===== config.mk =====
export PLATFORM = sky130hd
export DESIGN_NAME = within_monitor
export DESIGN_NICKNAME = d
export VERILOG_FILES = /design/src/rtl/within_monitor.sv
export SDC_FILE = /design/constraint.sdc
export NUM_CORES = 1
export LEC_CHECK = 0
export ABC_AREA = 0
export BUFFER_PORTS_ARGS = -buffer_cell sky130_fd_sc_hd__buf_2
export CORE_UTILIZATION = 35
export DETAILED_ROUTE_END_ITERATION = 10
export MAX_ROUTING_LAYER = met4
export PLACE_DENSITY = 0.53
export SLEW_MARGIN = 20
export SYNTH_ARGS = -nofsm -noshare
export SYNTH_HDL_FRONTEND = slang
export SYNTH_SLANG_ARGS = --single-unit

===== constraint.sdc =====
create_clock -name clock -period 2.2 [get_ports clock]
set_input_delay 0.33 -clock clock [delete_from_list [all_inputs] [get_ports clock]]
set_output_delay 0.33 -clock clock [all_outputs]
set_load 0.03 [all_outputs]

===== src/rtl/within_monitor.sv =====
// rtl/within_monitor.sv - run-time checker for A |=> (B[*3] within C[*]) ##1 D
//
// Tracks one attempt at a time. Each attempt ends with a registered one-cycle
// pass or fail pulse; fail_code says why it failed. Saturating counters record
// passes, fails and triggers dropped while an attempt was already running.
//
// Ports:
//   clock              sole clock, rising-edge sampling
//   resetn             asynchronous active-low reset
//   a, b, c, d         trigger, repeated element, enclosing window, terminator
//   busy               an attempt is in progress
//   pass / fail        one-cycle result pulses (never together)
//   fail_code          1 = C dropped before B[*3], 2 = C dropped after, no D,
//                      3 = timeout; 0 whenever fail is low
//   pass_count, fail_count, drop_count   saturating event counters

module within_monitor #(
  parameter int CNT_W   = 8,
  parameter int TIMEOUT = 0
) (
  input  logic             clock,
  input  logic             resetn,
  input  logic             a,
  input  logic             b,
  input  logic             c,
  input  logic             d,
  output logic             busy,
  output logic             pass,
  output logic             fail,
  output logic [1:0]       fail_code,
  output logic [CNT_W-1:0] pass_count,
  output logic [CNT_W-1:0] fail_count,
  output logic [CNT_W-1:0] drop_count
);

  localparam int LEN_W = CNT_W + 8;
  // A TIMEOUT the saturating length counter can never reach is treated as off.
  localparam bit TIMEOUT_EN = (TIMEOUT > 0) &&
                              (longint'(TIMEOUT) <= (longint'(1) << LEN_W));
  localparam logic [LEN_W:0] TIMEOUT_V = TIMEOUT_EN ? (LEN_W+1)'(TIMEOUT) : '0;

  typedef enum logic {
    S_IDLE = 1'b0,
    S_RUN  = 1'b1
  } state_t;

  state_t           r_state, w_state_nxt;
  logic [1:0]       r_b_cnt, w_b_cnt_nxt;
  logic             r_found, w_found_nxt;
  logic [LEN_W-1:0] r_len, w_len_nxt;

  logic             r_pass, r_fail;
  logic [1:0]       r_fail_code;
  logic [CNT_W-1:0] r_pass_count, r_fail_count, r_drop_count;

  logic             w_pass, w_fail, w_drop, w_term;
  logic [1:0]       w_fail_code;
  logic [LEN_W:0]   w_len_plus1;
  logic             w_timeout_hit;

  function automatic logic [CNT_W-1:0] sat_inc(input logic [CNT_W-1:0] v);
    return (v == '1) ? v : v + CNT_W'(1);
  endfunction

  assign w_len_plus1   = {1'b0, r_len} + (LEN_W+1)'(1);
  assign w_timeout_hit = TIMEOUT_EN && (w_len_plus1 == TIMEOUT_V);

  always_ff @(posedge clock or negedge resetn) begin
    if (!resetn) begin
      r_state <= S_IDLE;
      r_b_cnt <= 2'd0;
      r_found <= 1'b0;
      r_len   <= '0;
    end else begin
      r_state <= w_state_nxt;
      r_b_cnt <= w_b_cnt_nxt;
      r_found <= w_found_nxt;
      r_len   <= w_len_nxt;
    end
  end

  always_comb begin
    w_state_nxt = r_state;
    w_b_cnt_nxt = r_b_cnt;
    w_found_nxt = r_found;
    w_len_nxt   = r_len;
    w_pass      = 1'b0;
    w_fail      = 1'b0;
    w_fail_code = 2'd0;
    w_drop      = 1'b0;
    w_term      = 1'b0;

    case (r_state)
      S_IDLE: begin
        if (a) begin
          w_state_nxt = S_RUN;
          w_b_cnt_nxt = 2'd0;
          w_found_nxt = 1'b0;
          w_len_nxt   = '0;
        end
      end

      S_RUN: begin
        // found is last cycle's view, so D in the completing cycle is too early.
        if (r_found && d) begin
          w_pass = 1'b1;
          w_term = 1'b1;
        end else if (c) begin
          if (b) begin
            w_b_cnt_nxt = (r_b_cnt == 2'd3) ? 2'd3 : r_b_cnt + 2'd1;
          end else begin
            w_b_cnt_nxt = 2'd0;
          end
          w_found_nxt = r_found | (w_b_cnt_nxt == 2'd3);
          w_len_nxt   = (r_len == '1) ? r_len : r_len + LEN_W'(1);
          if (w_timeout_hit) begin
            w_fail      = 1'b1;
            w_fail_code = 2'd3;
            w_term      = 1'b1;
          end
        end else begin
          w_fail      = 1'b1;
          w_fail_code = r_found ? 2'd2 : 2'd1;
          w_term      = 1'b1;
        end

        // A trigger in the terminating cycle restarts at once; otherwise it
        // is a drop.
        if (w_term) begin
          w_state_nxt = a ? S_RUN : S_IDLE;
          w_b_cnt_nxt = 2'd0;
          w_found_nxt = 1'b0;
          w_len_nxt   = '0;
        end else if (a) begin
          w_drop = 1'b1;
        end
      end

      default: begin
        w_state_nxt = S_IDLE;
      end
    endcase
  end

  always_ff @(posedge clock or negedge resetn) begin
    if (!resetn) begin
      r_pass       <= 1'b0;
      r_fail       <= 1'b0;
      r_fail_code  <= 2'd0;
      r_pass_count <= '0;
      r_fail_count <= '0;
      r_drop_count <= '0;
    end else begin
      r_pass      <= w_pass;
      r_fail      <= w_fail;
      r_fail_code <= w_fail_code;
      if (w_pass) r_pass_count <= sat_inc(r_pass_count);
      if (w_fail) r_fail_count <= sat_inc(r_fail_count);
      if (w_drop) r_drop_count <= sat_inc(r_drop_count);
    end
  end

  assign busy       = (r_state == S_RUN);
  assign pass       = r_pass;
  assign fail       = r_fail;
  assign fail_code  = r_fail_code;
  assign pass_count = r_pass_count;
  assign fail_count = r_fail_count;
  assign drop_count = r_drop_count;

endmodule

### After elaboration in Yosys (flattened, before gate mapping)

Cells that the tools add are included.

| storage, ports and cells | value |
|---|---|
| bits in registers | 32 |
| input port bits | 6 |
| output and inout port bits | 29 |
| logic and storage cells | 62 |

| cells by class | value |
|---|---|
| $add $sub $neg | 4 |
| eq/ne operators | 8 |
| muxes and demuxes | 31 |
| bitwise gates (word level) | 5 |
| reductions and logical operators | 5 |

Operators by type and width:

| operator | number |
|---|---|
| 2-bit 2-to-1 mux | 13 |
| 8-bit by 1-bit adder with 8-bit output (second input constant) | 3 |
| 8-bit equality test (second input constant) | 3 |
| 1-bit 2-to-1 mux | 15 |
| 3-bit by 2-bit inequality test with 1-bit output (second input constant) | 2 |
| 2-bit AND reduction | 3 |
| 2-bit equality test (second input constant) | 2 |
| 1-bit inverter | 4 |
| 1-bit one-hot mux with 2 select lines | 2 |
| 2-bit one-hot mux with 2 select lines | 1 |
| 3-bit AND reduction | 1 |
| 2-bit by 1-bit adder with 2-bit output (second input constant) | 1 |
| 2-bit inequality test (second input constant) | 1 |
| 1-bit logical AND | 1 |
| 1-bit bitwise OR | 1 |

### Longest topological paths before layout

Gate-level depths: netlist of run 1.

| logic depth | value |
|---|---|
| depth in word-level cells | 12 |
| mapped depth | 5 |
| mapped depth without buffers | 5 |

### Worst setup path before layout of run 1

No wires, ideal clock.

| path | value |
|---|---|
| kind | flip-flop to flip-flop |
| start | register r_drop_count[0] (netlist: drop_count[0]) |
| end | register r_drop_count[1] (netlist: drop_count[1]) |
| library setup time | 0.128 ns |
| arrival time | 1.545 ns |
| data required time | 2.072 ns |
| setup slack | 0.528 ns |
| cell stages (with the launch flop) | 6 |
| path buffers | 0 |
| clock period less this slack | 1.672 ns |
| cells stage by stage | dfrtp_1 > ha_1 > nand3_1 > and2b_1 > nor2_1 > mux2_1 |

| on the way | value |
|---|---|
| cells in the longest elaborated chain, start to end | 3 |
| elaborated cells on any way between the ends | 4 |
| those cells by class | add/sub (1); eq/ne (1); bitwise (1); reduce/logical (1) |

Ends and longest elaborated chain:

| element | line | RTL |
|---|---|---|
| from (decl) | 54 | `logic [CNT_W-1:0] r_pass_count, r_fail_count, r_drop_count;` |
| from (signal assigned) | 159 | `if (w_drop) r_drop_count <= sat_inc(r_drop_count);` |
| branches (longest 3 deep; another with 8-bit by 1-bit adder with 8-bit output) | n/a |  |

Parallel ways; which one is timed is not known.
A chain may end at the register's enable or synchronous reset.

### Worst setup path after layout of run 1

| path | value |
|---|---|
| start | register r_drop_count[0] (netlist: drop_count[0]) |
| end | register r_drop_count[5] (netlist: drop_count[5]) |

Same word-level chain as after synthesis.

==> results.md, run 1 <==
- Status: finished clean
- WP data required: 2400 ps
- Startpoint Class: register
- Crit path cell chain: ha_1, nand3_1, and2b_1, nor4_1, xor2_1
- Leakage Power: 0.920 nW
- Final hold viol count: 0
- CTS max path bufs: 2
- Most common cell after layout, fill and taps aside: buf_2
- Max Slew Vio Count: 0
- Yosys cell types: 34
- Reported max-cap violation count: 0
- Die ar.: roughly 4500 um2
- Post-DP HPWL: slightly above 2 mm
- PnR worst setup slack: about 560 ps
- Kind of critical path: reg2reg
- Routed WL: between 2 and 3 mm
- Syn_area_per_cell: approximately 11 um2
- Slowest-stage cell, CP: dfrtp_1
- Crit. End Element: register
- Ratio of cells with drive above 1 in the final layout: between 20% and 30%
- Cts repair resizes: 0
- Tmin final: between 1500 and 2000 ps
- H-tree depth: 2
- Worst slew pin tran: between 700 and 800 ps
- Relative slew margins: roughly 53%
- Area Overhead vs Synth: 21.2%
- Part of the Yosys area used for sequential elements: between 50% and 60%
- Clock Tree Root: clkbuf_8
- Core ar.: 4030 um2
- Clock Sinks: 32
- Syn Nets: about 140
- Critical path buffers and inverters: 0
- Vias per inst: ~5
- First drt pass iteration count: 4
- GRT Overall Usage: between 15 and 20%
- Number of antenna-violating nets in the routed design: 0
- Yosys warns: 0
- Initial antenna violation count: 0
- # nets final: roughly 180
- Largest net degree at the start of global routing: 33
- Starting Density: a little over a third
- Post-route clock period utilization: 74.5%
- Top delay family on crit path: simple AND/OR/NAND/NOR gates
- Port Buffers: 34
- Row count: 23
- Critical Path Max Stage Delay: roughly 430 ps
- Power density cells: 1040 nW/um2
- Die X: 66.8 um
- Setup bufs post-CTS: 0
- Pre-CTS setup slack: 587 ps
- Post-Layout Cell Count: between 200 and 250
- Final Skew: between 6 and 7 ps
- Die height: around 67 um
- Max IR drop VDD: approximately 0.67 mV
- Number of global-route vias before repair: 1061
- Post-Syn Instances: 128
- Wire length per cell: 13.1 um
- Final Wtd Congestion: approximately 0.83
- Remaining DRCs: 0
- Flops & latches, synth: 32
- Most frequent cells in the layout: buf_2 (34), dfrtp_1 (32), nand2_1 (11)
- DRT iter0 DRCs: 44
- Clock latency at the later pin of the worst-skew pair: approximately 280 ps
- Post-CTS Hold Fix Bufs: 0
- WHS: 92.4 ps
- DP Cell Count: between 200 and 250
- RSZ-0062 raised after global routing: no
- Max Clk Rate: ~0.61 GHz
- Finished Core Util: approximately 44%
- Grt total ovfl: 0
- TritonCTS clock tree: done
- Worst-path clk slew: about 70 ps
- Post-Syn Area: about 1500 um2
- Ant diodes: 0
- R2r setup slk: around 560 ps
- Number of buffers created by CTS: 5
- Arrival time worst endpoint: between 1500 and 2000 ps
- Final setup fails: 0
- First-pass GRT wire length: slightly below 5 mm
- DR vias: between 1k and 1.5k
- Maximum fanout along the worst path: 4
- Number of I/O pins: 35
- TNS Setup: 0 ps
- Hold Path Class: in2async
==> final cells by class <==
cell class	count	area, um2
Clock buffer	8	90.1
Fill cell	425	2250
Inverter	2	7.51
Multi-Input combinational cell	92	652
Sequential cell	32	801
Tap cell	50	62.6
Timing Repair Buffer	34	170
==> cells in the mapped netlist <==
cell type	n	area, um2
a21oi_2	1	8.76
mux2i_1	2	20.0
mux2_2	1	11.3
nor4_1	3	18.8
and2_1	1	6.26
xor2_1	9	78.8
a31oi_1	3	18.8
nor3_2	1	10.0
a32o_1	1	10.0
and4_1	2	17.5
nand3b_1	1	7.51
and2b_1	1	7.51
inv_1	2	7.51
mux2_1	5	56.3
a21oi_1	8	40.0
a21boi_2	1	11.3
clkbuf_1	1	3.75
o21ai_0	1	5.00
nand2b_1	6	37.5
nand4_4	1	21.3
nand3_1	6	30.0
nand2_1	11	41.3
or2_1	1	6.26
and3_1	4	25.0
nand3_2	1	10.0
nand4_1	4	25.0
buf_4	1	7.51
ha_1	3	37.5
nor2_1	6	22.5
nor3_1	2	10.0
a211oi_2	1	12.5
xnor2_1	4	35.0
o211a_2	1	10.0
dfrtp_1	32	801
==> metrics by stage <==
step	area, um2	power, mW
final	1780	1.86
after global routing	1780	1.98
after CTS	1780	1.88
after detailed placement	1690	1.41
after global placement	1690	1.39
after floorplan	1470	1.22
==> sequential cells by signal, summed over array words and instances, names as in the netlist <==
register / cells
drop_count: 8
fail_count: 8
pass_count: 8
fail_code: 2
r_b_cnt: 2
busy: 1
fail: 1
pass: 1
r_found: 1
==> cells by family after synthesis <==
kind of cell             synth area share, %
buffers and inverters                   1.28
flip-flops                              54.4
AO/OA/AOI/OAI                           7.91
multiplexers                            5.95
XOR/XNOR                                7.74
AND/OR/NAND/NOR                         20.2
adder cells (fa/ha/maj)                 2.55
==> power breakdown <==
| part | total (mW) | internal, mW | leakage [nW] | switching (mW) |
|---|---|---|---|---|
| Clock | 0.460 | 0.255 | 0.0455 | 0.205 |
| Combinational | 0.560 | 0.188 | 0.455 | 0.373 |
| Sequential | 0.835 | 0.699 | 0.419 | 0.136 |
| Total | 1.86 | 1.14 | 0.920 | 0.714 |
==> worst paths after layout <==
path,start,end,cells after the start
hold / removal,resetn,pass_count[5],1
setup / recovery,drop_count[0],drop_count[5],5
min in group clock,a,busy,2
max in group asynchronous,resetn,fail_count[4],1
hold reg to reg,drop_count[7],drop_count[7],1
setup reg to reg,drop_count[0],drop_count[5],5
==> routing by layer <==
metal | share of wire [%] | up-vias | global-route usage, %
li1 | - | 535 | -
met5 | 0 | - | -
met3 | 4.2 | 4 | 4.11
met4 | 1.4 | 0 | 7.98
met1 | 47 | 538 | 18.8
met2 | 47 | 24 | 23.0
Note: power is estimated with default switching activity, not from simulation.
==> run 2: changes to the inputs <==
--- a/config.mk
+++ b/config.mk
@@ -5,12 +5,12 @@
 export SDC_FILE = /design/constraint.sdc
 export NUM_CORES = 1
 export LEC_CHECK = 0
-export ABC_AREA = 0
+export ABC_AREA = 1
 export BUFFER_PORTS_ARGS = -buffer_cell sky130_fd_sc_hd__buf_2
 export CORE_UTILIZATION = 35
 export DETAILED_ROUTE_END_ITERATION = 10
 export MAX_ROUTING_LAYER = met4
-export PLACE_DENSITY = 0.53
+export PLACE_DENSITY = 0.52
 export SLEW_MARGIN = 20
 export SYNTH_ARGS = -nofsm -noshare
 export SYNTH_HDL_FRONTEND = slang
==> constraint.sdc (replaced) <==
create_clock -name clock -period 1.6 [get_ports clock]
set_input_delay 0.24 -clock clock [delete_from_list [all_inputs] [get_ports clock]]
set_output_delay 0.24 -clock clock [all_outputs]
set_load 0.03 [all_outputs]
==> run 2 against run 1 <==
Power grew 32%; largest power group unchanged; clock-buffer cell count decreased by 3; hold slack gained 64 ps; largest cell class is now multi-input combinational cells; critical endpoint is now pass_count[1]; critical path depth rose by 3; register-to-register slack lost 350 ps; clock skew is 1.2 ps lower; non-clock buffer count grew 2; first-iteration DRC count grew to 2.5 times the previous value.
==> results.md, run 2 <==
- Final hold viol count: 0
- Row count: 24
- Pre-CTS setup slack: between 200 and 250 ps
- Syn_area_per_cell: about 7.5 um2
- Clock Sinks: 32
- Post-synth EDFFs: 0
- Core ar.: roughly 4500 um2
- Relative slew margins: between 70% and 80%
- First drt pass iteration count: 4
- Most common cell after layout, fill and taps aside: nand2_1
- Post-synth top cells: nand2_1 (104), dfrtp_1 (32), inv_1 (22)
- Clock Tree Root: clkbuf_8
- TritonCTS clock tree: done
- DP Cell Count: between 300 and 400
- Vias per inst: about 4.5
- Placed cell areas: a little under 2000 um2
- RSZ-0062 raised after global routing: no
- Crit. End Element: register
- Fin area: ~2000 um2
- # nets final: 277
- Die X: 71.6 um
- WP data required: 1820 ps
- Tot Pwr: roughly 2.4 mW
- Most frequent cells in the layout: nand2_1 (104), buf_2 (34), dfrtp_1 (32)
- Power density cells: between 1000 and 1500 nW/um2
- Kind of critical path: reg2reg
- Die ar.: 5130 um2
- WHS: 156 ps
- Maximum fanout along the worst path: 9
- Fillers: about 460
- Max IR drop VDD: between 0.4 and 0.5 mV
- Ys async rst share: 100%
- Synth top area share: a little under half
- Post-Layout Cell Count: about 320
- Predominant post-synthesis flop cell: dfrtp_1
- Yosys cell types: 21
- Status: finished clean
- Remaining DRCs: 0
- Synth area leader: dfrtp_1
- Post-route clock period utilization: roughly 87%
- Final Skew: approximately 5.4 ps
- PnR worst setup slack: around 210 ps
- Cts repair resizes: 0
- Finished Core Util: between 40% and 50%
- TNS Setup: 0 ps
- Area of the multi-input gates: between 800 and 900 um2
- Initial antenna violation count: 0
- Number of antenna-violating nets in the routed design: 0
- Startpoint Class: register
- Post-Syn Area: approximately 1700 um2
- Register area: 801 um2
- Grt total ovfl: 0
- Max Slew Vio Count: 0
- First-pass GRT wire length: a little over 6 mm
- Syn Nets: 234
- Final Wtd Congestion: between 0.7 and 0.8
- Wire length per cell: roughly 11 um
- Hold Path Class: in2reg
- Reported max-cap violation count: 0
- Part of the Yosys area used for sequential elements: between 40% and 50%
- Yosys warns: 0
- Max Clk Rate: roughly 0.7 GHz
- GRT Overall Usage: between 15 and 20%
- Number of global-route vias before repair: around 1.3k
- Ratio of cells with drive above 1 in the final layout: about a fifth
- Area Overhead vs Synth: 21.5%
- DRT iter0 DRCs: between 100 and 150
- Number of buffers created by CTS: 5
- DR vias: 1441
- Post-DP HPWL: between 2 and 2.5 mm
- Port Buffers: 34
- Die height: 71.6 um
- Clock latency at the later pin of the worst-skew pair: 280 ps
- Most frequent cell after synthesis: nand2_1
- Flops & latches, synth: 32
- Leakage Power: around 1.1 nW
- Largest net degree at the start of global routing: 33
- Starting Density: around 38%
- H-tree depth: 2
- Arrival time worst endpoint: about 1600 ps
- Ranking of synthesized cells by area: dfrtp_1 (47%), nand2_1 (23%), inv_1 (4.9%), nand3_1 (3.8%), nor2_1 (3.3%)
- Ant diodes: 0
- Number of I/O pins: 35
- Tmin final: around 1400 ps
- Routed WL: 3.39 mm
- Worst-path clk slew: 70 ps
- CTS max path bufs: 2
- Post-Syn Instances: roughly 230
- Worst slew pin tran: ~420 ps
- Final setup fails: 0
-- run 2: area by class of cell --
cell class              count  area share, %
inverters                  24           4.37
repair buffers             36           9.11
multi-input cells         169           39.1
flip-flops and latches     32           38.9
clock inverters             3           2.06
well taps                  52           3.16
clock buffers               5           3.34
-- run 2: power breakdown --
part | internal (mW) | switching (mW)
clock network | 0.460 | 0.306
registers | 0.914 | 0.146
logic | 0.200 | 0.415
total | 1.57 | 0.867
-- run 2: logic make-up after synthesis --
group,count (synthesis),share of synthesized area [%]
buffers and inverters,24,5.31
AOI/OAI and AO/OA,9,2.80
adders and majority gates,3,2.21
and+or+nand+nor,148,37.8
DFF,32,47.2
xor gates and xnor gates,9,4.65
-- run 2: worst paths after layout --
| kind | depth (start not counted) | slack, ps | start | to |
|---|---|---|---|---|
| max in group asynchronous | 3 | 780 | resetn | drop_count[4] |
| setup reg to reg | 8 | 210 | pass_count[0] | pass_count[1] |
| min in group asynchronous | 3 | 510 | resetn | fail_count[7] |
| hold / removal | 2 | 160 | d | fail_code[1] |
| setup / recovery | 8 | 210 | pass_count[0] | pass_count[1] |
| hold reg to reg | 1 | 540 | r_found | fail_code[0] |
-- run 2: what timing repair did --
item	4_1_cts	5_1_grt
setup buffers	0	0
hold buffers	1	0
endpoints found under the hold margin	31	0
-- run 2: routing by layer --
| layer | vias to the layer above | global-route usage [%] | part of all wire, % |
|---|---|---|---|
| met1 | 629 | 21.1 | 50 |
| met3 | 7 | 3.94 | 3.4 |
| met2 | 25 | 23.5 | 46 |
| met5 | - | - | 0 |
| li1 | 780 | - | - |
| met4 | 0 | 5.88 | 1.0 |
-- run 2: critical path, stage by stage, from the launching register on --
cell	delay, ps
dfrtp_1	430
ha_1	250
nand3_1	150
inv_1	50
nand2_1	100
nand2_4	100
inv_2	120
nand2_1	60
nand2_1	70
